===== src/rtl/frame_cfg_pkg.sv =====
// Shared constants and state encoding for the configuration frame writer.
package frame_cfg_pkg;

  localparam logic [31:0] SYNC_WORD   = 32'hFAB0_FAB1;
  localparam logic [31:0] DESYNC_WORD = 32'hFAB0_FAB0;
  localparam logic [7:0]  HDR_TAG     = 8'hA5;

  typedef logic [2:0] state_t;

  localparam state_t StIdle   = 3'd0;
  localparam state_t StHdr    = 3'd1;
  localparam state_t StData   = 3'd2;
  localparam state_t StLoad   = 3'd3;
  localparam state_t StStrobe = 3'd4;

endpackage


===== src/rtl/frame_strobe_decoder.sv =====
// Turns a frame index plus enable into a one-hot write strobe.
module frame_strobe_decoder #(
  parameter int unsigned Width = 20
) (
  input  logic [7:0]       index,
  input  logic             enable,
  output logic [Width-1:0] strobe
);

  always_comb begin
    strobe = '0;
    for (int unsigned i = 0; i < Width; i++) begin
      if (enable && (index == 8'(i))) strobe[i] = 1'b1;
    end
  end

endmodule


===== src/rtl/config_frame_writer.sv =====
// Parses a SYNC/header/data word stream and writes one frame per data word into
// the column config memories through a one-hot strobe.
module config_frame_writer
  import frame_cfg_pkg::*;
#(
  parameter int unsigned MaxFramesPerCol = 20,
  parameter int unsigned FrameBitsPerRow = 32
) (
  input  logic                       CLK,
  input  logic                       RESET,
  input  logic [31:0]                WordData,
  input  logic                       WordValid,
  output logic                       WordReady,
  output logic [FrameBitsPerRow-1:0] FrameData,
  output logic [MaxFramesPerCol-1:0] FrameStrobe,
  output logic                       Active,
  output logic [15:0]                FrameCount,
  output logic                       Error
);

  state_t                     state_q, state_d;
  logic [7:0]                 index_q, index_d;
  logic [FrameBitsPerRow-1:0] data_q, data_d;
  logic [15:0]                count_q, count_d;
  logic                       error_q, error_d;
  logic                       xfer;
  logic                       header_ok;

  assign WordReady = !RESET &&
                     ((state_q == StIdle) || (state_q == StHdr) || (state_q == StData));
  assign xfer      = WordValid && WordReady;
  assign header_ok = (WordData[31:24] == HDR_TAG) &&
                     (32'(WordData[7:0]) < MaxFramesPerCol);

  always_comb begin
    state_d = state_q;
    index_d = index_q;
    data_d  = data_q;
    count_d = count_q;
    error_d = error_q;
    case (state_q)
      StIdle: begin
        if (xfer && (WordData == SYNC_WORD)) state_d = StHdr;
      end
      StHdr: begin
        if (xfer) begin
          if (WordData == DESYNC_WORD) begin
            state_d = StIdle;
          end else if (WordData == SYNC_WORD) begin
            state_d = StHdr;
          end else if (header_ok) begin
            index_d = WordData[7:0];
            state_d = StData;
          end else begin
            error_d = 1'b1;
          end
        end
      end
      // Any word here is payload, even one that looks like SYNC or DESYNC.
      StData: begin
        if (xfer) begin
          data_d  = WordData[FrameBitsPerRow-1:0];
          state_d = StLoad;
        end
      end
      StLoad: state_d = StStrobe;
      StStrobe: begin
        if (count_q != 16'hFFFF) count_d = count_q + 16'd1;
        state_d = StHdr;
      end
      default: state_d = StIdle;
    endcase
  end

  always_ff @(posedge CLK) begin
    if (RESET) begin
      state_q <= StIdle;
      index_q <= '0;
      data_q  <= '0;
      count_q <= '0;
      error_q <= 1'b0;
    end else begin
      state_q <= state_d;
      index_q <= index_d;
      data_q  <= data_d;
      count_q <= count_d;
      error_q <= error_d;
    end
  end

  // Gating with RESET keeps a strobe from escaping in the reset cycle itself.
  frame_strobe_decoder #(
    .Width(MaxFramesPerCol)
  ) u_decoder (
    .index (index_q),
    .enable((state_q == StStrobe) && !RESET),
    .strobe(FrameStrobe)
  );

  assign FrameData  = data_q;
  assign Active     = (state_q != StIdle);
  assign FrameCount = count_q;
  assign Error      = error_q;

endmodule


===== config.mk =====
export PLATFORM = sky130hd
export DESIGN_NAME = config_frame_writer
export DESIGN_NICKNAME = d
export VERILOG_FILES = /design/src/rtl/frame_cfg_pkg.sv /design/src/rtl/frame_strobe_decoder.sv /design/src/rtl/config_frame_writer.sv
export SDC_FILE = /design/constraint.sdc
export NUM_CORES = 1
export LEC_CHECK = 0
export CORE_ASPECT_RATIO = 0.7
export CORE_MARGIN = 1
export CORE_UTILIZATION = 44
export DETAILED_ROUTE_END_ITERATION = 10
export PLACE_DENSITY = 0.8
export SETUP_SLACK_MARGIN = 0.1
export SLEW_MARGIN = 10
export SYNTH_ARGS = -nofsm -noshare
export SYNTH_HDL_FRONTEND = slang
export SYNTH_SLANG_ARGS = --single-unit

===== constraint.sdc =====
create_clock -name CLK -period 2.95 [get_ports CLK]
set_clock_uncertainty 0.15 [all_clocks]
set_input_delay 0.59 -clock CLK [delete_from_list [all_inputs] [get_ports CLK]]
set_output_delay 0.59 -clock CLK [all_outputs]
set_load 0.01 [all_outputs]

Yosys cells after proc, flatten, opt, wreduce, memory -nomap -nowiden
Index checks and enable logic that the tools add are counted.
W data, S select, Z words.

word-level totals
  bits in registers = 60
  output and inout bits = 71
  word-level logic and storage cells = 104
  input bits = 35

cells by class
  reductions and logical operators = 36
  add/subtract/negate cells = 1
  muxes and demuxes = 27
  eq/ne operators = 31
  bitwise operators = 3
  magnitude comparators = 1

operators by type and width
  kind                     count
  $eq A32 B32 Y1 const B   2
  $eq A8 B4 Y1 const B     8
  $eq A8 B3 Y1 const B     4
  $eq A8 B5 Y1 const B     4
  $logic_and A1 B1 Y1      25
  $mux W1                  20
  $mux W3                  6
  $add A16 B1 Y16 const B  1
  $eq A8 B2 Y1 const B     2
  $ne A16 B16 Y1 const B   1
  $pmux W3 S5              1
  $reduce_and A5 Y1        2
  $eq A8 B1 Y1 const B     1
  $eq A8 B8 Y1 const B     1
  $logic_not A8 Y1         1
  $lt A8 B5 Y1 const B     1
  $eq A3 B2 Y1 const B     2
  $ne A2 B2 Y1 const B     2
  $ne A4 B2 Y1 const B     1
  $reduce_and A2 Y1        2
  $reduce_and A4 Y1        1
  $eq A3 B1 Y1 const B     1
  $eq A3 B3 Y1 const B     1
  $logic_not A3 Y1         1
  5 further kinds          8

Longest topological paths before layout
Gate-level depths: netlist of the first run.

  depth after elaboration = 8
  mapped depth = 7
  mapped depth without buffers = 5

Cells and area by module
Synthesis of the first run repeated with hierarchy kept, for this count alone.

unflattened totals
  cell total of the unflattened synthesis = 340
  area, all modules = 2783.9 um2

modules (own cells, without submodules)
  module                area each (um2)  cells each  times used  seq. area each (um2)
  config_frame_writer   2585.0           308         1           1201.2
  frame_strobe_decoder  198.9            32          1           0.0

Worst setup path after synthesis of the first run
OpenSTA, ideal clock, no wires.

  kind = in2reg
  start = input WordData[5]
  end = register index_q[0]
  cell stages on the path = 5
  library setup time = 0.115 ns
  slack = 0.437 ns
  data required time = 2.685 ns
  buffers on the path = 0
  arrival = 2.248 ns
  path through = or4_1 -> or4b_4 -> a211oi_4 -> mux2i_1 -> nor2_1

on the way
  word-level cells in the longest chain between the ends = 3
  elaborated cells on any way between the ends = 7

RTL lines
  what                                                      RTL line                   source
  start, declared                                           config_frame_writer.sv:11  input logic [31:0] WordData,
  $lt A8 B5 Y1, or another cell as far along                config_frame_writer.sv:33  (32'(WordData[7:0]) < MaxFramesPerCol);
  $logic_and A1 B1 Y1 / $not A1 Y1 (equally long branches)  -
  $reduce_and A5 Y1 (no line) *                             -
  end signal, assigned                                      config_frame_writer.sv:84  index_q <= index_d;
  end, declared                                             config_frame_writer.sv:22  logic [7:0] index_q, index_d;

Every way passes the cells marked *; elsewhere a longest branch is shown, timed or not.
A chain may end at the register's enable or synchronous reset.

Worst setup path after layout of the first run
  start = register state_q[1]
  end = output FrameStrobe[17]

on the way
  word-level cells in the longest chain between the ends = 4

RTL lines
  what                    RTL line                    source
  start, declared         config_frame_writer.sv:21   state_t state_q, state_d;
  start signal, assigned  config_frame_writer.sv:77   state_q <= StIdle;
  start signal, assigned  config_frame_writer.sv:83   state_q <= state_d;
  $eq A3 B3 Y1            config_frame_writer.sv:96   .enable((state_q == StStrobe) && !RESET),
  $logic_and A1 B1 Y1     config_frame_writer.sv:96
  $logic_and A1 B1 Y1     frame_strobe_decoder.sv:13  if (enable && (index == 8'(i))) strobe[i] = 1'b1;
  $mux W1                 frame_strobe_decoder.sv:13
  end, declared           config_frame_writer.sv:15   output logic [MaxFramesPerCol-1:0] FrameStrobe,

Every way passes these cells.

==> impl_metrics.py, run 1 <==
metrics = {
    "cells_and_area": {
        "final_common_cell": "clkdlybuf4s50_1",
        "fill_cells": 493,
        "layout_common_cells": "clkdlybuf4s50_1, nand2_1, dfxtp_1",
        "multiInputGateArea_mm2": 0.00147,
        "final_area_mm2": 0.00424,
        "final_nets": 500,
        "seq_area_mm2": 0.00120,
        "drive_gt1_share_pct": 11.5,
        "syn2layout_area_growth_pct": 53.3,
        "n_antenna_cell": 0,
    },
    "sta": {
        "max_freq_mhz": 362,
        "timing.final.crit_period_ns": 2.76,
        "hold_viol": 0,
        "final_max_slew_viol_count": 0,
        "rsz0062_at_grt": "yes",
        "slew-limit-headroom_pct": 52.9,
        "fin_crit_sh_pct": 93.6,
        "worstMarginPinSlew_ns": 0.702,
        "hold-worst-slack_ns": 0.306,
        "setup_viol": 0,
    },
    "synthesis": {
        "ys_top_cells_by_area": "dfxtp_1, nand2_1, a21oi_1, nor2_1, mux2i_1",
        "synth_area_leader_cell": "dfxtp_1",
        "syn_area_mm2": 0.00277,
        "ys_async_sr_fraction_pct": 0,
        "synth_top_area_share_pct": 43.4,
        "avgSynthCellArea_um2": 8.07,
        "synth-edff-count": 0,
        "syn_nets": 379,
        "ys_seq_elements": 60,
        "syn_inst": 343,
        "ys_types": 47,
        "ys_seq_area_share_pct": 43.4,
        "synth_flop_cell": "dfxtp_1",
        "ys.warnings.count": 0,
    },
    "detailed_routing": {
        "via_count": 2887,
        "drc_errors": 0,
        "avgRoutedWirePerCell_um": 14.8,
        "drt_wl_total_um": 8040,
        "drt_first_pass_iters": 5,
        "ant_nets": 0,
        "vias_per_cell": 5.31,
        "drtIter0Drc": 114,
    },
    "place": {
        "dp_hpwl_um": 5940,
        "globalplace.congestion": 0.864,
        "placed_area_mm2": 0.00395,
        "port_buffers": 105,
    },
    "worst_setup_path": {
        "required_ns": 2.21,
        "rrSetupSlack_ns": 0.73,
        "critPathMaxFanout": 9,
        "crit_type": "reg -> out",
        "worstSetupStartpointType": "register",
        "end_kind": "output port",
        "crit_arrival_ns": 2.02,
    },
    "cts": {
        "cts_sinks": 60,
        "cts_root_buffer": "clkbuf_8",
        "clk_pin_slew_ns": 0.07,
        "cts_tree": "built",
        "cts_buffers": 9,
        "hold_buffers": 0,
        "cts_buffer_depth": 2,
        "clk_latency_ns": 0.34,
        "htreeDepth": 3,
    },
    "die": {
        "fp.dieH_um": 68.4,
        "core_mm2": 0.00590,
        "num_rows": 23,
        "chipWidth_um": 96.8,
        "pin_count": 106,
        "die_area_mm2": 0.00662,
        "start_util_pct": 46.9,
    },
    "global_route": {
        "first_global_vias": 2604,
        "antenna_found_initial": 0,
        "grt_pass1_wl_um": 12400,
        "overflow": 0,
        "track_usage_pct": 23.9,
        "grt_start_max_net_pins": 38,
    },
    "power": {
        "power_per_cell_area_mw_per_mm2": 408,
        "leakage_nw": 1.60,
        "vdd.ir_drop.worst_v": 0.000388,
    },
    "job": {
        "drv_cap": 0,
    },
    "status": {
        "outcome": "complete, no violations",
    },
    "hold_path": {
        "hp-class": "reg -> reg",
    },
}
[worst paths after layout]
path,from,to,cells after the start
hold / removal,FrameData[23]$_SDFFE_PP0P_,FrameData[23]$_SDFFE_PP0P_,2
hold reg to reg,FrameData[23]$_SDFFE_PP0P_,FrameData[23]$_SDFFE_PP0P_,2
setup / recovery,state_q[1]$_SDFFE_PP0P_,FrameStrobe[17],7
setup reg to reg,FrameCount[7]$_SDFFE_PP0P_,FrameCount[15]$_SDFFE_PP0P_,5
[flip-flops by register name, summed over array words and instances, names as in the netlist]
name and count:
index_q 8, state_q 3, FrameCount 16, FrameData 32, Error 1
[critical path, cell delays in order (launching register included)]
cell	delay [ns]
dfxtp_2	0.37
nor2_4	0.14
nand2_2	0.11
nor3_4	0.20
nand4b_1	0.23
buf_4	0.20
nor3b_1	0.16
clkdlybuf4s15_1	0.26
[through the flow]
stage / util, % / cells / worst slack [ns] / TNS (ns) / total power [W]
after CTS: 71.0 / 543 / 0.000224 / 0 / 0.00175
after detailed placement: 66.9 / 526 / -0.0733 / -0.407 / 0.000925
after floorplan: - / 343 / 0.437 / 0 / 0.000852
final: 71.9 / 544 / 0.190 / 0 / 0.00173
after global placement: 66.9 / 526 / -0.0283 / -0.139 / 0.000926
after global routing: 71.9 / 544 / 0.0638 / 0 / 0.00179
[layout make-up]
type                            instances  share of cell area [%]
Clock buffer                            9                    2.92
Clock inverter                          7                    2.33
Inverter                                2                   0.177
Multi-Input combinational cell        262                    34.7
Sequential cell                        60                    28.3
Tap cell                               75                    2.21
Timing Repair Buffer                  129                    29.4
[cells by family (layout without fill, tap and decap cells)]
group           count (synthesis)  count (layout)  synth area share [%]
mux                             9               9                  3.35
compound gates                 68              68                  14.6
flops                          60              60                  43.4
buf+inv                        21             147                  4.75
xor+xnor                        4               4                  1.27
fa+ha+maj                       1               1                 0.452
simple gates                  180             180                  32.1
[where the power goes]
group          total (W)       switching [W]  leakage, nW  internal [W]
Combinational  0.0000984           0.0000413         1.00     0.0000571
Clock           0.000824            0.000345        0.110      0.000479
Sequential      0.000809  0.0000000000000174        0.483      0.000809
Total            0.00173            0.000387         1.60       0.00135
[synth_stat cells, types with 3 or more instances]
| library cell | n |
|---|---|
| nor3b_1 | 3 |
| o21ai_0 | 5 |
| nor4_1 | 3 |
| or3_1 | 5 |
| xor2_1 | 3 |
| a21oi_1 | 44 |
| or4_1 | 6 |
| nor2_1 | 38 |
| nand2_1 | 75 |
| nor3_1 | 6 |
| and2_1 | 6 |
| nand3_1 | 10 |
| o31ai_1 | 4 |
| nand3b_1 | 3 |
| nor2b_1 | 3 |
| nand4b_1 | 5 |
| nand4_1 | 5 |
| clkbuf_1 | 15 |
| mux2i_1 | 7 |
| dfxtp_1 | 60 |
[layer usage]
layer / track usage, % / part of all wire (%)
met5: 0 / 0
met1: 30.7 / 46
met2: 38.0 / 47
met3: 8.68 / 5.5
met4: 7.09 / 1.2
[repair_timing]
item,in CTS,in global routing
gates resized for setup,7,15
pin swaps,1,3
hold endpoints to repair,0,0
setup buffers,1,1
endpoints found under the setup margin,19,13
Power figures use the tool's default switching activity.
==> inputs of run 2 (changes only) <==
- GPL_TIMING_DRIVEN: default -> 0
- PLACE_DENSITY: 0.8 -> default
- PLACE_DENSITY_LB_ADDON: default -> 0.15
- SETUP_SLACK_MARGIN: 0.1 -> default
==> impl_metrics.py, run 2 (synthesis results as in run 1) <==
metrics = {
    "cells_and_area": {
        "final_nets": 495,
        "final_core_util_pct": 70.5,
        "drive_gt1_share_pct": 8.41,
        "syn2layout_area_growth_pct": 50.2,
        "layout_common_cells": "clkdlybuf4s50_1, nand2_1, dfxtp_1",
        "largest_reg_flops": 32,
        "final_area_mm2": 0.00416,
        "final_cells": 539,
        "n_antenna_cell": 0,
        "final_common_cell": "clkdlybuf4s50_1",
    },
    "place": {
        "globalplace.congestion": 0.814,
        "dp.cells": 522,
        "dp_hpwl_um": 5860,
        "port_buffers": 104,
        "placed_area_mm2": 0.00390,
        "place_ws_ns": -0.191,
    },
    "cts": {
        "clk_latency_ns": 0.34,
        "cts_root_buffer": "clkbuf_8",
        "cts_buffer_depth": 2,
        "htreeDepth": 3,
        "cts_buffers": 9,
        "cts_tree": "built",
        "clk_pin_slew_ns": 0.07,
        "cts_sinks": 60,
        "hold_buffers": 0,
    },
    "global_route": {
        "track_usage_pct": 23.4,
        "grt_pass1_wl_um": 12100,
        "grt_start_max_net_pins": 13,
        "overflow": 0,
        "first_global_vias": 2515,
        "antenna_found_initial": 0,
    },
    "detailed_routing": {
        "drt_wl_total_um": 7760,
        "vias_per_cell": 5.34,
        "ant_nets": 0,
        "drc_errors": 0,
        "drtIter0Drc": 154,
        "via_count": 2880,
        "drt_first_pass_iters": 5,
        "avgRoutedWirePerCell_um": 14.4,
    },
    "die": {
        "num_rows": 23,
        "start_util_pct": 46.9,
        "core_mm2": 0.00590,
        "pin_count": 106,
        "chipWidth_um": 96.8,
        "die_area_mm2": 0.00662,
        "fp.dieH_um": 68.4,
    },
    "status": {
        "outcome": "complete, no violations",
    },
    "sta": {
        "setup_slack_ns": 0.0900,
        "final_max_slew_viol_count": 0,
        "fin_crit_sh_pct": 97.0,
        "hold_viol": 0,
        "slew-limit-headroom_pct": 39.9,
        "setup_viol": 0,
        "hold-worst-slack_ns": 0.303,
        "max_freq_mhz": 350,
        "worstMarginPinSlew_ns": 0.894,
        "timing.final.crit_period_ns": 2.86,
    },
    "power": {
        "vdd.ir_drop.worst_v": 0.000312,
        "power_per_cell_area_mw_per_mm2": 392,
        "leakage_nw": 1.43,
    },
    "worst_setup_path": {
        "required_ns": 2.21,
        "crit_type": "in -> out",
        "worstSetupStartpointType": "input port",
        "crit_arrival_ns": 2.12,
        "critPathMaxFanout": 8,
        "r2r_cells": 5,
        "end_kind": "output port",
    },
    "hold_path": {
        "hp-class": "reg -> reg",
        "hold_depth": 2,
    },
    "job": {
        "drv_cap": 0,
    },
}
run 2: metrics by stage:
| step | power (W) | TNS [ns] |
|---|---|---|
| floorplan | 0.000852 | 0 |
| global placement | 0.000917 | -1.32 |
| detailed placement | 0.000918 | -1.53 |
| CTS | 0.00165 | 0 |
| global route | 0.00170 | -0.0102 |
| finish | 0.00163 | 0 |
run 2: what timing repair did:
action,4_1_cts,5_1_grt
buffers inserted,3,1
endpoints found under the setup margin,20,20
pin swaps,4,5
gates resized for setup,10,5
run 2: layout make-up:
type                       instances  area, um^2
tap                               75        93.8
buffer                            16         113
clock buffer                       9         124
clock inverter                     7        76.3
fill                             471        1740
sequential                        60        1200
timing repair buffer             108        1080
multi-input combinational        262        1460
inverter                           2        7.51
run 2: path summary, 6_finish.rpt:
| path | slack (ns) | end | startpoint |
|---|---|---|---|
| worst max-delay path | 0.09 | WordReady | RESET |
| worst min-delay path | 0.30 | FrameData[31]$_SDFFE_PP0P_ | FrameData[31]$_SDFFE_PP0P_ |
| worst max register to register | 0.57 | FrameCount[3]$_SDFFE_PP0P_ | FrameCount[6]$_SDFFE_PP0P_ |
| worst min register to register | 0.30 | FrameData[31]$_SDFFE_PP0P_ | FrameData[31]$_SDFFE_PP0P_ |
run 2: routing by layer:
metal  GRT usage [%]  wire, um  vias up
li1                -         -     1435
met1            31.5      3690     1343
met2            35.7      3530       91
met3            7.66       447       11
met4            7.65        89        0
met5               0         0        -
run 2: power by group:
part / internal (W) / switching, W
clock network: 0.000393 / 0.000338
registers: 0.000809 / 0.0000000000000324
logic: 0.0000506 / 0.0000402
total: 0.00125 / 0.000378
run 2: critical path, cell delays in order:
cell and delay, ns:
clkbuf_1 0.22, a211oi_1 0.65, clkdlybuf4s50_1 0.66
